### config.mk
export PLATFORM = sky130hd
export DESIGN_NAME = maxpool_stream
export DESIGN_NICKNAME = d
export VERILOG_FILES = /design/src/rtl/maxpool_stream.sv
export SDC_FILE = /design/constraint.sdc
export NUM_CORES = 1
export LEC_CHECK = 0
export BUFFER_PORTS_ARGS = -buffer_cell sky130_fd_sc_hd__buf_2
export CAP_MARGIN = 30
export CORE_UTILIZATION = 45
export CTS_BUF_LIST = sky130_fd_sc_hd__clkbuf_16
export CTS_CLUSTER_SIZE = 10
export DETAILED_ROUTE_END_ITERATION = 12
export PLACE_DENSITY = 0.66
export SLEW_MARGIN = 0
export SYNTH_ARGS = -nofsm -noshare
export SYNTH_HDL_FRONTEND = slang
export SYNTH_SLANG_ARGS = --single-unit
### constraint.sdc
create_clock -name clk -period 2.9 [get_ports clk]
set_input_delay 0.58 -clock clk [delete_from_list [all_inputs] [get_ports clk]]
set_output_delay 0.58 -clock clk [all_outputs]
set_load 0.1 [all_outputs]
### src/rtl/maxpool_stream.sv
// Streaming channel-parallel 1-D pooling over KERNEL-beat windows advancing by STRIDE, restarting each frame.
// Define MAXPOOL_AVG_EN to add the mode port (0 = max, 1 = floor average); KERNEL must then be a power of two.
module maxpool_stream #(
    parameter int DATA_W    = 16,
    parameter int CHANNELS  = 4,
    parameter int KERNEL    = 2,
    parameter int STRIDE    = 2,
    parameter int FRAME_LEN = 16
) (
    input  logic                       clk,
    input  logic                       rst_n,
    input  logic [DATA_W*CHANNELS-1:0] in_data,
    input  logic                       in_valid,
    output logic                       in_ready,
    output logic [DATA_W*CHANNELS-1:0] out_data,
    output logic                       out_valid,
    input  logic                       out_ready,
    output logic                       out_last
`ifdef MAXPOOL_AVG_EN
    ,
    input  logic                       mode
`endif
);

    localparam int VEC_W  = DATA_W * CHANNELS;
    localparam int NWIN   = (FRAME_LEN - KERNEL) / STRIDE + 1;
    localparam int CNT_W  = (FRAME_LEN > 1) ? $clog2(FRAME_LEN) : 1;
    localparam int PH_W   = $clog2(KERNEL + 1);
    localparam int WIN_W  = (NWIN > 1) ? $clog2(NWIN) : 1;
    localparam int HIST_N = (KERNEL > 1) ? KERNEL - 1 : 1;

    if (KERNEL < 1 || KERNEL > 8) begin : g_bad_kernel
        $error("maxpool_stream: KERNEL must be in 1..8");
    end
    if (STRIDE < 1 || STRIDE > KERNEL) begin : g_bad_stride
        $error("maxpool_stream: STRIDE must be in 1..KERNEL");
    end
    if (FRAME_LEN < KERNEL) begin : g_bad_frame
        $error("maxpool_stream: FRAME_LEN must be at least KERNEL");
    end

    logic             accept;
    logic             complete;
    logic             frame_end;
    logic [CNT_W-1:0] beat_cnt;
    logic [PH_W-1:0]  phase_cnt;
    logic [WIN_W-1:0] win_left;
    logic             tail;
    logic [VEC_W-1:0] hist [HIST_N];
    logic [VEC_W-1:0] win_vec [KERNEL];
    logic [VEC_W-1:0] max_vec;
    logic [VEC_W-1:0] pool_vec;

    assign in_ready  = !out_valid || out_ready;
    assign accept    = in_valid && in_ready;
    assign frame_end = (beat_cnt == CNT_W'(FRAME_LEN - 1));
    // phase_cnt reaching zero marks a window end; tail blocks the trailing partial windows of a frame
    assign complete  = (phase_cnt == '0) && !tail;

    always_ff @(posedge clk or negedge rst_n) begin
        if (!rst_n) begin
            beat_cnt  <= '0;
            phase_cnt <= PH_W'(KERNEL - 1);
            win_left  <= WIN_W'(NWIN - 1);
            tail      <= 1'b0;
        end else if (accept) begin
            if (frame_end) begin
                beat_cnt  <= '0;
                phase_cnt <= PH_W'(KERNEL - 1);
                win_left  <= WIN_W'(NWIN - 1);
                tail      <= 1'b0;
            end else begin
                beat_cnt  <= beat_cnt + 1'b1;
                phase_cnt <= (phase_cnt == '0) ? PH_W'(STRIDE - 1) : phase_cnt - 1'b1;
                if (complete) begin
                    if (win_left == '0) begin
                        tail <= 1'b1;
                    end else begin
                        win_left <= win_left - 1'b1;
                    end
                end
            end
        end
    end

    // hist[0] is the most recent accepted beat; stale entries across a frame wrap are never used
    always_ff @(posedge clk or negedge rst_n) begin
        if (!rst_n) begin
            for (int i = 0; i < HIST_N; i++) begin
                hist[i] <= '0;
            end
        end else if (accept) begin
            hist[0] <= in_data;
            for (int i = 1; i < HIST_N; i++) begin
                hist[i] <= hist[i-1];
            end
        end
    end

    always_comb begin
        win_vec[0] = in_data;
        for (int k = 1; k < KERNEL; k++) begin
            win_vec[k] = hist[k-1];
        end
    end

    logic signed [DATA_W-1:0] best;
    logic signed [DATA_W-1:0] cand;

    always_comb begin
        max_vec = '0;
        best    = '0;
        cand    = '0;
        for (int c = 0; c < CHANNELS; c++) begin
            best = $signed(win_vec[0][c*DATA_W +: DATA_W]);
            for (int k = 1; k < KERNEL; k++) begin
                cand = $signed(win_vec[k][c*DATA_W +: DATA_W]);
                if (cand > best) begin
                    best = cand;
                end
            end
            max_vec[c*DATA_W +: DATA_W] = best;
        end
    end

`ifdef MAXPOOL_AVG_EN
    localparam int SHIFT = $clog2(KERNEL);
    localparam int ACC_W = DATA_W + SHIFT;

    if ((1 << SHIFT) != KERNEL) begin : g_bad_avg_kernel
        $error("maxpool_stream: average mode needs a power-of-two KERNEL");
    end

    logic signed [ACC_W-1:0] acc;
    logic [VEC_W-1:0]        avg_vec;

    // Sum is wide enough for KERNEL samples; the arithmetic shift floors toward minus infinity
    always_comb begin
        avg_vec = '0;
        acc     = '0;
        for (int c = 0; c < CHANNELS; c++) begin
            acc = '0;
            for (int k = 0; k < KERNEL; k++) begin
                acc = acc + ACC_W'($signed(win_vec[k][c*DATA_W +: DATA_W]));
            end
            avg_vec[c*DATA_W +: DATA_W] = DATA_W'(acc >>> SHIFT);
        end
    end

    assign pool_vec = mode ? avg_vec : max_vec;
`else
    assign pool_vec = max_vec;
`endif

    always_ff @(posedge clk or negedge rst_n) begin
        if (!rst_n) begin
            out_valid <= 1'b0;
            out_last  <= 1'b0;
            out_data  <= '0;
        end else if (accept && complete) begin
            out_valid <= 1'b1;
            out_last  <= (win_left == '0);
            out_data  <= pool_vec;
        end else if (out_ready) begin
            out_valid <= 1'b0;
        end
    end

endmodule

==> results.toml <==
[run_status]
outcome = "finished clean"

[global_route]
antenna_found_initial = 0
grt_overflow = 0
track_usage_pct = 21.8
grt_pass1_wl_um = 30900
grt_pass1_vias = 6313
grt_max_degree = 72

[clocking]
cts_tree = "done"
cts-root-buf = "clkbuf_16"
ctsHoldBuffers = 0
cts_made_buffers = 17
cts_setup_buffers = 0
clock_sinks = 140
clk_path_buf_depth = 2
clk-insertion-delay-late_ns = 0.42
cts_resized = 0
clk_pin_slew_ns = 0.06
htree_num_levels = 4

[die]
die_w_um = 133
die_h_um = 133
core_um2 = 16700
start_util_pct = 46.5
num_rows = 47
die_area_um2 = 17800
ios = 135

[finish]
fin_cells = 1173
synthToLayoutAreaGrowth_pct = 19.1
layout_common_cells = "136 x dfrtp_1, 133 x buf_2, 96 x nand2_1, 88 x o21ai_0, 70 x inv_1"
layout_commonest_cell = "dfrtp_1"
diodes = 0
drive_gt1_share_pct = 21.8
nets = 1075

[setup_path]
rrSetupSlack_ns = 0.25
end_kind = "flop"
rr_worst_depth = 7
crit_arrival_ns = 3.00
critical_path_buf_inv_count = 0
cp-start-kind = "flop"
required_ns = 3.25
cp_top_family = "compound AO/OA/AOI/OAI gates"
cp_slowest_stage_delay_ns = 0.61
crit_fanout = 16
path_class = "flop to flop"
crit_slowest_cell = "and2_1"
worstReg2RegStart = "hist[29]"
path_cells = "ha_1 > a21o_1 > a2111oi_0 > o21ai_0 > o31ai_1 > and2_1 > a221o_1"
r2r-end = "out_data[29]"

[synthesis]
yosysSeqAreaShare_pct = 45.2
synth_top_family_by_area = "compound AO/OA/AOI/OAI gates"
syn-instance-count = 810
async_flop_share_pct = 100
synth_edf_count = 0
yosys_warnings = 0
yosys_register_bits = 140
syn_nets = 945
yosys.area_share.simple_pct = 16.5
synth_xor_area_share_pct = 0.226
synth_flop_cell = "dfrtp_1"
synthAdderAreaFrac_pct = 10.8
synthesis.area_um2 = 7760
syn_avg_cell_area_um2 = 9.59
synth.area.mux_share_pct = 0
synthDistinctLibCells = 54
synth_compound_area_share_pct = 21.3

[placement]
placed_cells = 1141
place_ws_ns = -0.170
dp_hpwl_um = 12600
place_congestion = 0.798
io_buffers = 134

[pwr]
p_sw_share_pct = 52.5
power.switching_mw = 5.63
peakVddDrop_v = 0.000677
internal_power_mw = 5.09
p_per_area_nw_per_um2 = 1160
power_leakage_nw = 4.59
power_frac_clock_pct = 17.6
power_frac_seq_pct = 28.9
finalPower_mw = 10.7
comb_power_share_pct = 53.5

[timing]
slew_headroom_pct = 54.4
fin_crit_sh_pct = 91.4
hold_viol_final = 0
rsz0062_at_grt = "false"
worst_pin_slew_ns = 0.681
finClkSkew_ns = 0.00845
fin_crit_ns = 2.65
fmax_ghz = 0.377
setup_viol = 0
worst_slack_ns = 0.249
hold_slack_ns = 0.178
drv_slew = 0

[route]
drt_pass1_iterations = 5
vias = 6324
drt-total-wl_um = 18100
drtIter0Drc = 364
detail_route.wl_per_cell_um = 15.4
viasPerCell = 5.39
ant_nets = 0
drc_errors = 0

[hold_path]
worst_hold_path_type = "input pin to asynchronous set/reset pin"

[flow_run]
max_cap_violations = 0
## stage by stage
stage | util, % | cell area (um^2) | setup TNS [ns]
final | 55.4 | 9250 | 0
after global routing | 55.4 | 9250 | 0
after CTS | 55.3 | 9240 | 0
after detailed placement | 52.3 | 8730 | -2.29
after global placement | 52.2 | 8720 | -2.79
after floorplan | - | 7770 | 0
## power groups by stage
stage	Combinational (mW)	Clock [mW]	Sequential (mW)
2_1_floorplan	1.85	0	5.89
3_3_place_gp	5.68	0	3.11
3_5_place_dp	5.74	0	3.12
4_1_cts	5.76	1.94	3.10
5_1_grt	6.13	2.02	3.20
6_report	5.73	1.89	3.10
## kinds of logic after synthesis
logic type,after synthesis
buffers and inverters,114
AO/OA/AOI/OAI,238
AND/OR/NAND/NOR,249
adder cells (fa/ha/maj),67
XOR/XNOR,2
flip-flops,140
## synth_stat cells (all sizes together) (2+ instances only)
library cell,count,area share (%)
inv,69,3.3
nand4,16,1.5
or4b,8,1.0
nor4,3,0.32
or4,3,0.34
a211oi,17,1.6
o21ai,91,5.9
a221o,49,6.4
ha,67,11
o211ai,4,0.39
nand2,97,4.7
o31ai,3,0.29
nand2b,2,0.19
or3,2,0.16
nor2b,11,0.89
nor2,37,1.8
o311a,9,1.2
a21o,8,0.77
and3,2,0.16
o21a,4,0.48
and2,51,4.1
a2111oi,11,1.3
clkbuf,32,1.6
nand3,6,0.39
buf,13,1.0
dfstp,4,1.4
dfrtp,136,44
a21oi,38,2.5
nor3,9,0.73
## worst max-delay path by stage
stage                      from      endpoint  slack [ns]  cells past startpoint
floorplan             out_valid  out_data[35]        0.02                      7
global route           hist[29]  out_data[16]        0.03                      7
detailed placement  in_data[45]  out_data[46]       -0.17                     10
global placement    in_data[45]  out_data[39]       -0.14                     10
CTS                    hist[45]  out_data[36]        0.14                      8
finish                 hist[29]  out_data[29]        0.25                      7
## state kept, by name, summed over array words and instances (netlist names)
| signal | count |
|---|---|
| out_valid | 1 |
| tail | 1 |
| win_left | 3 |
| phase_cnt | 2 |
| out_data | 64 |
| beat_cnt | 4 |
| out_last | 1 |
| hist | 64 |
## layer usage
layer / GRT usage, % / wire length (um)
met3: 4.49 / 914
met2: 33.4 / 8170
met5: 0 / 0
met4: 7.39 / 225
met1: 30.6 / 8750
## area by class of cell
| type | instances | area (um^2) |
|---|---|---|
| well taps | 220 | 275 |
| multi-input cells | 556 | 3820 |
| repair buffers | 156 | 871 |
| fillers | 1537 | 7460 |
| inverters | 69 | 259 |
| clock inverters | 15 | 85.1 |
| flip-flops and latches | 140 | 3510 |
| clock buffers | 17 | 425 |
Note: power is estimated with default switching activity, not from simulation.
